$ cat src/rtl/if_fetch_unit_if.sv
// Fetch-unit signal bundle: redirect inputs, instruction-memory handshake and IF/ID outputs.
// The slave modport is the fetch unit; the master modport is its environment.
interface if_fetch_unit_if;
  logic        stall;
  logic        br_take;
  logic [31:0] br_target;
  logic        jump;
  logic [31:0] jump_target;
  logic        jumpr;
  logic [31:0] jr_addr;
  logic        imem_req;
  logic [31:0] imem_addr;
  logic        imem_ack;
  logic [31:0] imem_rdata;
  logic [31:0] if_id_instr;
  logic [31:0] if_id_pc4;
  logic        if_id_valid;
  logic [5:0]  opcode;
  logic [5:0]  funct;
  logic        fetch_err;

  modport slave (
    input  stall, br_take, br_target, jump, jump_target, jumpr, jr_addr,
    input  imem_ack, imem_rdata,
    output imem_req, imem_addr,
    output if_id_instr, if_id_pc4, if_id_valid, opcode, funct, fetch_err
  );

  modport master (
    output stall, br_take, br_target, jump, jump_target, jumpr, jr_addr,
    output imem_ack, imem_rdata,
    input  imem_req, imem_addr,
    input  if_id_instr, if_id_pc4, if_id_valid, opcode, funct, fetch_err
  );
endinterface

$ cat src/rtl/if_fetch_unit.sv
// Instruction fetch: PC, imem request FSM, one-entry skid buffer and IF/ID register.
// Define IF_FETCH_TIMEOUT_EN to add the S_WAIT timeout counter and sticky fetch_err.
//
// state  | meaning
// S_REQ  | request cycle for pc (imem_req low only straight out of reset)
// S_WAIT | request outstanding, waiting for imem_ack
// S_HOLD | fetched word parked in skid buffer while IF/ID is stalled
module if_fetch_unit (
  input  logic           clk,
  input  logic           rst,
  if_fetch_unit_if.slave bus
);

  typedef enum logic [1:0] {
    S_REQ  = 2'd0,
    S_WAIT = 2'd1,
    S_HOLD = 2'd2
  } state_t;

  state_t      r_state;
  logic [31:0] r_pc;
  logic        r_req;
  logic [31:0] r_instr;
  logic [31:0] r_pc4;
  logic        r_valid;
  logic [31:0] r_skid_instr;
  logic [31:0] r_skid_pc4;
  logic        r_skid_vld;
  logic        r_drop_next;

  logic        w_redirect;
  logic [31:0] w_target;
  logic [31:0] w_pc4;
  logic        w_timeout;

  always_comb begin
    w_redirect = bus.jumpr | bus.jump | bus.br_take;
    if (bus.jumpr)
      w_target = bus.jr_addr;
    else if (bus.jump)
      w_target = bus.jump_target;
    else
      w_target = bus.br_target;
  end

  assign w_pc4 = r_pc + 32'd4;

`ifdef IF_FETCH_TIMEOUT_EN
  logic [3:0] r_wait_cnt;
  logic       r_err;

  // Fifteenth consecutive S_WAIT cycle without an ack.
  assign w_timeout = (r_state == S_WAIT) && !bus.imem_ack && (r_wait_cnt == 4'd14);

  always_ff @(posedge clk or posedge rst) begin
    if (rst) begin
      r_wait_cnt <= 4'd0;
      r_err      <= 1'b0;
    end else begin
      if ((r_state == S_WAIT) && !bus.imem_ack && !w_redirect && !w_timeout)
        r_wait_cnt <= r_wait_cnt + 4'd1;
      else
        r_wait_cnt <= 4'd0;
      if (w_timeout && !w_redirect)
        r_err <= 1'b1;
    end
  end

  assign bus.fetch_err = r_err;
`else
  assign w_timeout     = 1'b0;
  assign bus.fetch_err = 1'b0;
`endif

  always_ff @(posedge clk or posedge rst) begin
    if (rst) begin
      r_state      <= S_REQ;
      r_pc         <= 32'd0;
      r_req        <= 1'b0;
      r_instr      <= 32'd0;
      r_pc4        <= 32'd0;
      r_valid      <= 1'b0;
      r_skid_instr <= 32'd0;
      r_skid_pc4   <= 32'd0;
      r_skid_vld   <= 1'b0;
      r_drop_next  <= 1'b0;
    end else if (w_redirect) begin
      r_pc       <= {w_target[31:2], 2'b00};
      r_instr    <= 32'd0;
      r_valid    <= 1'b0;
      r_skid_vld <= 1'b0;
      r_state    <= S_REQ;
      r_req      <= 1'b1;
      // A request abandoned in S_WAIT still owes us an ack that must be thrown away.
      case (r_state)
        S_WAIT:  r_drop_next <= !bus.imem_ack || r_drop_next;
        S_REQ:   r_drop_next <= r_drop_next && !bus.imem_ack;
        default: r_drop_next <= r_drop_next;
      endcase
    end else begin
      case (r_state)
        S_REQ: begin
          r_state <= S_WAIT;
          r_req   <= 1'b1;
          if (bus.imem_ack)
            r_drop_next <= 1'b0;
        end
        S_WAIT: begin
          if (bus.imem_ack) begin
            if (r_drop_next) begin
              r_drop_next <= 1'b0;
              r_state     <= S_REQ;
              r_req       <= 1'b1;
            end else if (!bus.stall) begin
              r_instr <= bus.imem_rdata;
              r_pc4   <= w_pc4;
              r_valid <= 1'b1;
              r_pc    <= w_pc4;
              r_state <= S_REQ;
              r_req   <= 1'b1;
            end else begin
              r_skid_instr <= bus.imem_rdata;
              r_skid_pc4   <= w_pc4;
              r_skid_vld   <= 1'b1;
              r_pc         <= w_pc4;
              r_state      <= S_HOLD;
              r_req        <= 1'b0;
            end
          end else if (w_timeout) begin
            r_state <= S_REQ;
            r_req   <= 1'b1;
          end
        end
        S_HOLD: begin
          if (!bus.stall) begin
            r_instr    <= r_skid_instr;
            r_pc4      <= r_skid_pc4;
            r_valid    <= r_skid_vld;
            r_skid_vld <= 1'b0;
            r_state    <= S_REQ;
            r_req      <= 1'b1;
          end
        end
        default: begin
          r_state <= S_REQ;
          r_req   <= 1'b1;
        end
      endcase
    end
  end

  assign bus.imem_req    = r_req;
  assign bus.imem_addr   = r_pc;
  assign bus.if_id_instr = r_instr;
  assign bus.if_id_pc4   = r_pc4;
  assign bus.if_id_valid = r_valid;
  assign bus.opcode      = r_instr[31:26];
  assign bus.funct       = r_instr[5:0];

endmodule

$ cat src/flat_wrapper.sv
// flat-port wrapper written by rule: the top's interface ports become plain ports
module if_fetch_unit_flat 
  (clk, rst, bus_stall, bus_br_take, bus_br_target, bus_jump, bus_jump_target, bus_jumpr, bus_jr_addr, bus_imem_ack, bus_imem_rdata, bus_imem_req, bus_imem_addr, bus_if_id_instr, bus_if_id_pc4, bus_if_id_valid, bus_opcode, bus_funct, bus_fetch_err);
  if_fetch_unit_if bus_i ();
  input  logic clk;
  input  logic rst;
  input wire logic [$bits(bus_i.stall)-1:0] bus_stall;
  input wire logic [$bits(bus_i.br_take)-1:0] bus_br_take;
  input wire logic [$bits(bus_i.br_target)-1:0] bus_br_target;
  input wire logic [$bits(bus_i.jump)-1:0] bus_jump;
  input wire logic [$bits(bus_i.jump_target)-1:0] bus_jump_target;
  input wire logic [$bits(bus_i.jumpr)-1:0] bus_jumpr;
  input wire logic [$bits(bus_i.jr_addr)-1:0] bus_jr_addr;
  input wire logic [$bits(bus_i.imem_ack)-1:0] bus_imem_ack;
  input wire logic [$bits(bus_i.imem_rdata)-1:0] bus_imem_rdata;
  output wire logic [$bits(bus_i.imem_req)-1:0] bus_imem_req;
  output wire logic [$bits(bus_i.imem_addr)-1:0] bus_imem_addr;
  output wire logic [$bits(bus_i.if_id_instr)-1:0] bus_if_id_instr;
  output wire logic [$bits(bus_i.if_id_pc4)-1:0] bus_if_id_pc4;
  output wire logic [$bits(bus_i.if_id_valid)-1:0] bus_if_id_valid;
  output wire logic [$bits(bus_i.opcode)-1:0] bus_opcode;
  output wire logic [$bits(bus_i.funct)-1:0] bus_funct;
  output wire logic [$bits(bus_i.fetch_err)-1:0] bus_fetch_err;
  assign bus_i.stall = bus_stall;
  assign bus_i.br_take = bus_br_take;
  assign bus_i.br_target = bus_br_target;
  assign bus_i.jump = bus_jump;
  assign bus_i.jump_target = bus_jump_target;
  assign bus_i.jumpr = bus_jumpr;
  assign bus_i.jr_addr = bus_jr_addr;
  assign bus_i.imem_ack = bus_imem_ack;
  assign bus_i.imem_rdata = bus_imem_rdata;
  assign bus_imem_req = bus_i.imem_req;
  assign bus_imem_addr = bus_i.imem_addr;
  assign bus_if_id_instr = bus_i.if_id_instr;
  assign bus_if_id_pc4 = bus_i.if_id_pc4;
  assign bus_if_id_valid = bus_i.if_id_valid;
  assign bus_opcode = bus_i.opcode;
  assign bus_funct = bus_i.funct;
  assign bus_fetch_err = bus_i.fetch_err;
  if_fetch_unit u_core (.clk(clk), .rst(rst), .bus(bus_i));
endmodule
$ cat config.mk
export PLATFORM = sky130hd
export DESIGN_NAME = if_fetch_unit_flat
export DESIGN_NICKNAME = d
export VERILOG_FILES = /design/src/rtl/if_fetch_unit_if.sv /design/src/rtl/if_fetch_unit.sv /design/src/flat_wrapper.sv
export SDC_FILE = /design/constraint.sdc
export NUM_CORES = 1
export LEC_CHECK = 0
export BUFFER_PORTS_ARGS = -buffer_cell sky130_fd_sc_hd__buf_4
export CORE_MARGIN = 5
export CORE_UTILIZATION = 23
export CTS_CLUSTER_DIAMETER = 80
export DETAILED_ROUTE_END_ITERATION = 16
export SYNTH_ARGS = -nofsm -noshare
export SYNTH_HDL_FRONTEND = slang
export SYNTH_SLANG_ARGS = --single-unit
$ cat constraint.sdc
create_clock -name clk -period 13.4 [get_ports clk]
set_input_delay 2.68 -clock clk [delete_from_list [all_inputs] [get_ports clk]]
set_output_delay 2.68 -clock clk [all_outputs]
set_load 0.05 [all_outputs]
After elaboration in Yosys (flattened, before gate mapping)
Index checks and enable logic that the tools add are counted.
{ "totals": {"regBits": 166, "input_bits": 135, "wordCells": 89} }
{ "classes": {"add_sub_neg": 1, "n_eq_ne": 13, "mux": 44, "bitwise_logic": 4, "n_reduce_logical": 17} }
{ "op_table": {"columns": ["cell", "count"], "rows": [
  ["2-to-1 mux 32 bit", 15],
  ["case mux 32 bit (2 select lines)", 2],
  ["adder 32 x 3 -> 32 bit (second input constant)", 1],
  ["2-to-1 mux 1 bit", 17],
  ["AND reduction 5 bit", 3],
  ["!= test 3 x 2 -> 1 bit (second input constant)", 4],
  ["2-to-1 mux 2 bit", 5],
  ["!= test 2 bit (second input constant)", 5],
  ["case mux 1 bit (2 select lines)", 4],
  ["nonzero test 2 bit", 4],
  ["!= test 3 bit (second input constant)", 2],
  ["case mux 2 bit (3 select lines)", 1],
  ["AND reduction 3 bit", 2],
  ["AND reduction 6 bit", 1],
  ["nonzero test 3 bit", 1],
  ["== test 2 x 1 -> 1 bit (second input constant)", 1],
  ["== test 2 bit (second input constant)", 1],
  ["logical NOT 2 bit", 1],
  ["inverter 1 bit", 2],
  ["bitwise OR 1 bit", 2],
  ["AND reduction 2 bit", 1],
  ["OR reduction 2 bit", 1],
  ["logical AND 1 bit", 1],
  ["logical NOT 1 bit", 1],
  ["logical OR 1 bit", 1]
]} }

Logic depth before layout (Yosys ltp)
{ "depth": {"word_depth": 5, "mapped_depth": 9, "mapped_depth_nobuf": 7} }

Worst setup path before layout
No wires, ideal clock.
{ "synth_path": {"kind": "input-to-reg", "start": "in bus_jumpr", "end": "reg u_core.r_pc4[20], in the netlist u_core.bus.if_id_pc4[20]", "setup_ns": 0.083, "arrival_time_ns": 4.216, "setup_slack_ns": 9.101, "cell_stages": 7, "n_path_buf": 3, "path_cell_list": "clkbuf_1 -> or3_1 -> buf_2 -> a2111oi_4 -> buf_2 -> o21ai_0 -> o21ai_0"} }
{ "synth_via": {"elab_chain_cells": 4} }
{ "synth_lines": {"columns": ["item", "line_no", "rtl"], "rows": [
  ["start: declaration", "flat_wrapper.sv:12", "input wire logic [$bits(bus_i.jumpr)-1:0] bus_jumpr;"],
  ["bitwise OR 1 bit (2 in series)", "if_fetch_unit.sv:37", "w_redirect = bus.jumpr | bus.jump | bus.br_take;"],
  ["inverter 1 bit (no source line)", null, null],
  ["AND reduction 6 bit (no source line)", null, null],
  ["end signal: assignment", "if_fetch_unit.sv:116", "r_pc4 <= w_pc4;"],
  ["end signal: assignment", "if_fetch_unit.sv:137", "r_pc4 <= r_skid_pc4;"],
  ["end: declaration", "if_fetch_unit.sv:24", "logic [31:0] r_pc4;"]
]} }
No other way between the ends.
A chain may end at the register's enable or synchronous reset.

Worst setup path in the final report
{ "layout_path": {"start": "in bus_jumpr", "end": "reg u_core.r_pc4[29], in the netlist u_core.bus.if_id_pc4[29]"} }
Same word-level chain as after synthesis.

==> out/results.ini <==
[outcome]
run_status=finished, final reports clean

[drt]
via_per_inst=4.635
num_vias=7267
antenna_violating_nets_post_route=0
wl_per_cell_um=17.51
drt_pre_antenna_iters=5
postRouteWirelength_um=27460
drc=0
drt_iter0_drc=446

[timing]
tns_ps=0
max_slew.worst_pin.slew_ps=1030
setup_viol=0
period_minus_slack_ps=4984
rsz0062_at_grt=no
fmax_ghz=0.2007
fin_crit_sh_pct=37.19
finalHoldViolations=0
slew_violations=0
clock_skew_ps=9.044
hold_slack_ps=457.9
max_slew_margin_pct=31.33

[cts]
cts_resized=0
ctsRootBufferMaster=sky130_fd_sc_hd__clkbuf_16
holdBufCountCts=0
post-cts-setup-buffers=0
numClockSinks=160
max-clock-path-buffers=2
clkSlewWorstSetupHoldPaths_ps=60
clock_tree.htree_level_count=4
clock_tree_from_tritoncts=yes
clkLatencyLatePin_ps=420
tritoncts.num_buffers=17

[synthesis]
post-synth-top-count-cell=sky130_fd_sc_hd__nand2_1
synthesis.area_per_instance_um2=9.114
synth_async_sr_flop_share_pct=100.0
synthDistinctLibCells=54
synth.area.top_cells=sky130_fd_sc_hd__dfrtp_1 (48%), sky130_fd_sc_hd__nand2_1 (8.4%), sky130_fd_sc_hd__mux2i_1 (4.3%)
ys.flop_type=sky130_fd_sc_hd__dfrtp_1
ffs_latches_synth=160
yosys_warnings=0
synth_enable_flop_cells=0
synth.yosys.seq_area_share_pct=48.22
netlist_area_um2=8303
synth_top_area_share_pct=48.22
netlist_instances=911
yosysTopAreaCell=sky130_fd_sc_hd__dfrtp_1
synth.cells.most_frequent=sky130_fd_sc_hd__nand2_1 (186), sky130_fd_sc_hd__dfrtp_1 (160), sky130_fd_sc_hd__nor2_1 (80)

[floorplan]
floorplan.die.height_um=200
die_width_um=200
design.die.area_um2=40000
effective_utilization_at_floorplan_pct=23.34
ios=246
num_rows=69
core_area_um2=35570

[pwr]
power.leakage_uw=0.004946
power_switching_share_pct=31.71
irDropWorstVdd_uv=75.61
cell_internal_pwr_uw=879.0
power_density_nw_per_um2=117.7
power.total_uw=1287
power_frac_comb_pct=20.4
seqPwrFrac_pct=43.2
netSwitchingPower_uw=408.2
clock_power_share_pct=36.4

[global_route]
first_pass_grt_wire_length_um=41660
first_global_vias=7027
grt_util_overall_pct=13.43
antenna_violations_before_repair=0
pin_count_of_the_biggest_net_entering_global_routing=89
gr_ovfl_total=0

[final_layout]
drive_gt1_share_pct=26.56
sequential_cell_area_um2=4004
insertedDiodeCount=0
num-fill-cells=3760
final_nets=1236
multi_input_area_um2=3906
area_growth_syn_to_layout_pct=31.71
postLayoutCellArea_um2=10940

[worst_setup_path]
crit_path_end_kind=flip-flop
timing.critical_path.arrival_ps=5310
timing.critical_path.fanout_max=62
critical_path_class=primary input to flip-flop
timing.critical_path.from_type=primary input
r2r.worst_path.cells=5
cp.required_ps=13730

[flow_run]
max_cap_viols=0

[place]
globalplace.congestion=0.8191
placed_area_um2=10380
io_buffers=234
dp_hpwl_um=19810

[min_path]
worst_hold_path_type=flip-flop to flip-flop
whs_path_depth=2

-- routing by layer --
metal	vias to the layer above	track usage, %	share of wire [%]
met3	23	2.534	4.0
met5	-	0	0
met2	185	21.57	48
li1	3547	-	-
met1	3512	18.64	46
met4	0	3.623	1.5
-- placed cells by master, fill, tap and decap left out, drive strengths merged, types with 19 or more instances in the layout --
cell    count
a211oi     33
o221ai     19
a22oi      30
a21oi      33
mux2i      36
xor2       21
dfrtp     160
nand2     186
clkbuf     20
xnor2      25
nor2       80
o21ai      46
buf       245
nand3      19
-- sequential cells by signal, indices dropped and copies added (netlist names) --
signal	flops
u_core.bus.if_id_instr	32
u_core.bus.if_id_pc4	30
u_core.bus.if_id_valid	1
u_core.bus.imem_addr	30
u_core.bus.imem_req	1
u_core.r_drop_next	1
u_core.r_skid_instr	32
u_core.r_skid_pc4	30
u_core.r_skid_vld	1
u_core.r_state	2
-- area by class of cell --
cell class,count,area share (%)
Clock buffer,20,4.268
Clock inverter,10,0.8124
Inverter,13,0.4920
Multi-Input combinational cell,659,35.72
Sequential cell,160,36.61
Tap cell,461,5.275
Timing Repair Buffer,245,16.82
-- worst paths after layout --
kind                                                          start                                    to  slack [ps]
worst min register to register    u_core.r_skid_pc4[30]$_DFFE_PP0P_     u_core.r_skid_pc4[30]$_DFFE_PP0P_         460
max in group asynchronous                                       rst  u_core.bus.imem_addr[10]$_DFFE_PP0P_        9520
worst max-delay path                                      bus_jumpr  u_core.bus.if_id_pc4[29]$_DFFE_PP0P_        8420
worst min-delay path              u_core.r_skid_pc4[30]$_DFFE_PP0P_     u_core.r_skid_pc4[30]$_DFFE_PP0P_         460
worst max register to register  u_core.bus.imem_addr[6]$_DFFE_PP0P_  u_core.bus.if_id_pc4[30]$_DFFE_PP0P_       10570
min in group asynchronous                                       rst   u_core.bus.if_id_pc4[2]$_DFFE_PP0P_        2430
-- logic make-up after synthesis --
| group | after synthesis | share of synthesized area (%) |
|---|---|---|
| buf+inv | 96 | 5.304 |
| compound gates | 204 | 16.70 |
| simple gates | 358 | 19.11 |
| other cells | 1 | 0.04516 |
| fa+ha+maj | 5 | 0.7535 |
| mux | 41 | 5.018 |
| flops | 160 | 48.22 |
| xor+xnor | 46 | 4.852 |
-- critical path, cell delays in order --
cell and delay [ps]:
sky130_fd_sc_hd__buf_4 290, sky130_fd_sc_hd__or3_2 920, sky130_fd_sc_hd__a2111oi_4 550, sky130_fd_sc_hd__buf_4 320, sky130_fd_sc_hd__nand2_1 260, sky130_fd_sc_hd__o21ai_0 250
-- power groups by stage --
stage / Combinational [uW] / Sequential [uW] / Clock (uW)
floorplan: 93.9 / 628 / 0
global placement: 264 / 563 / 0
detailed placement: 266 / 564 / 0
CTS: 266 / 555 / 482
global route: 284 / 561 / 500
finish: 263 / 555 / 469
-- through the flow --
| step | util (%) | worst slack [ps] | instances |
|---|---|---|---|
| floorplan | - | 6400 | 915 |
| global placement | 29.18 | 8033 | 1538 |
| global route | 30.74 | 8173 | 1568 |
| finish | 30.74 | 8416 | 1568 |
| detailed placement | 29.18 | 7970 | 1538 |
| CTS | 30.74 | 8410 | 1568 |
(Power assumes the default switching activity.)
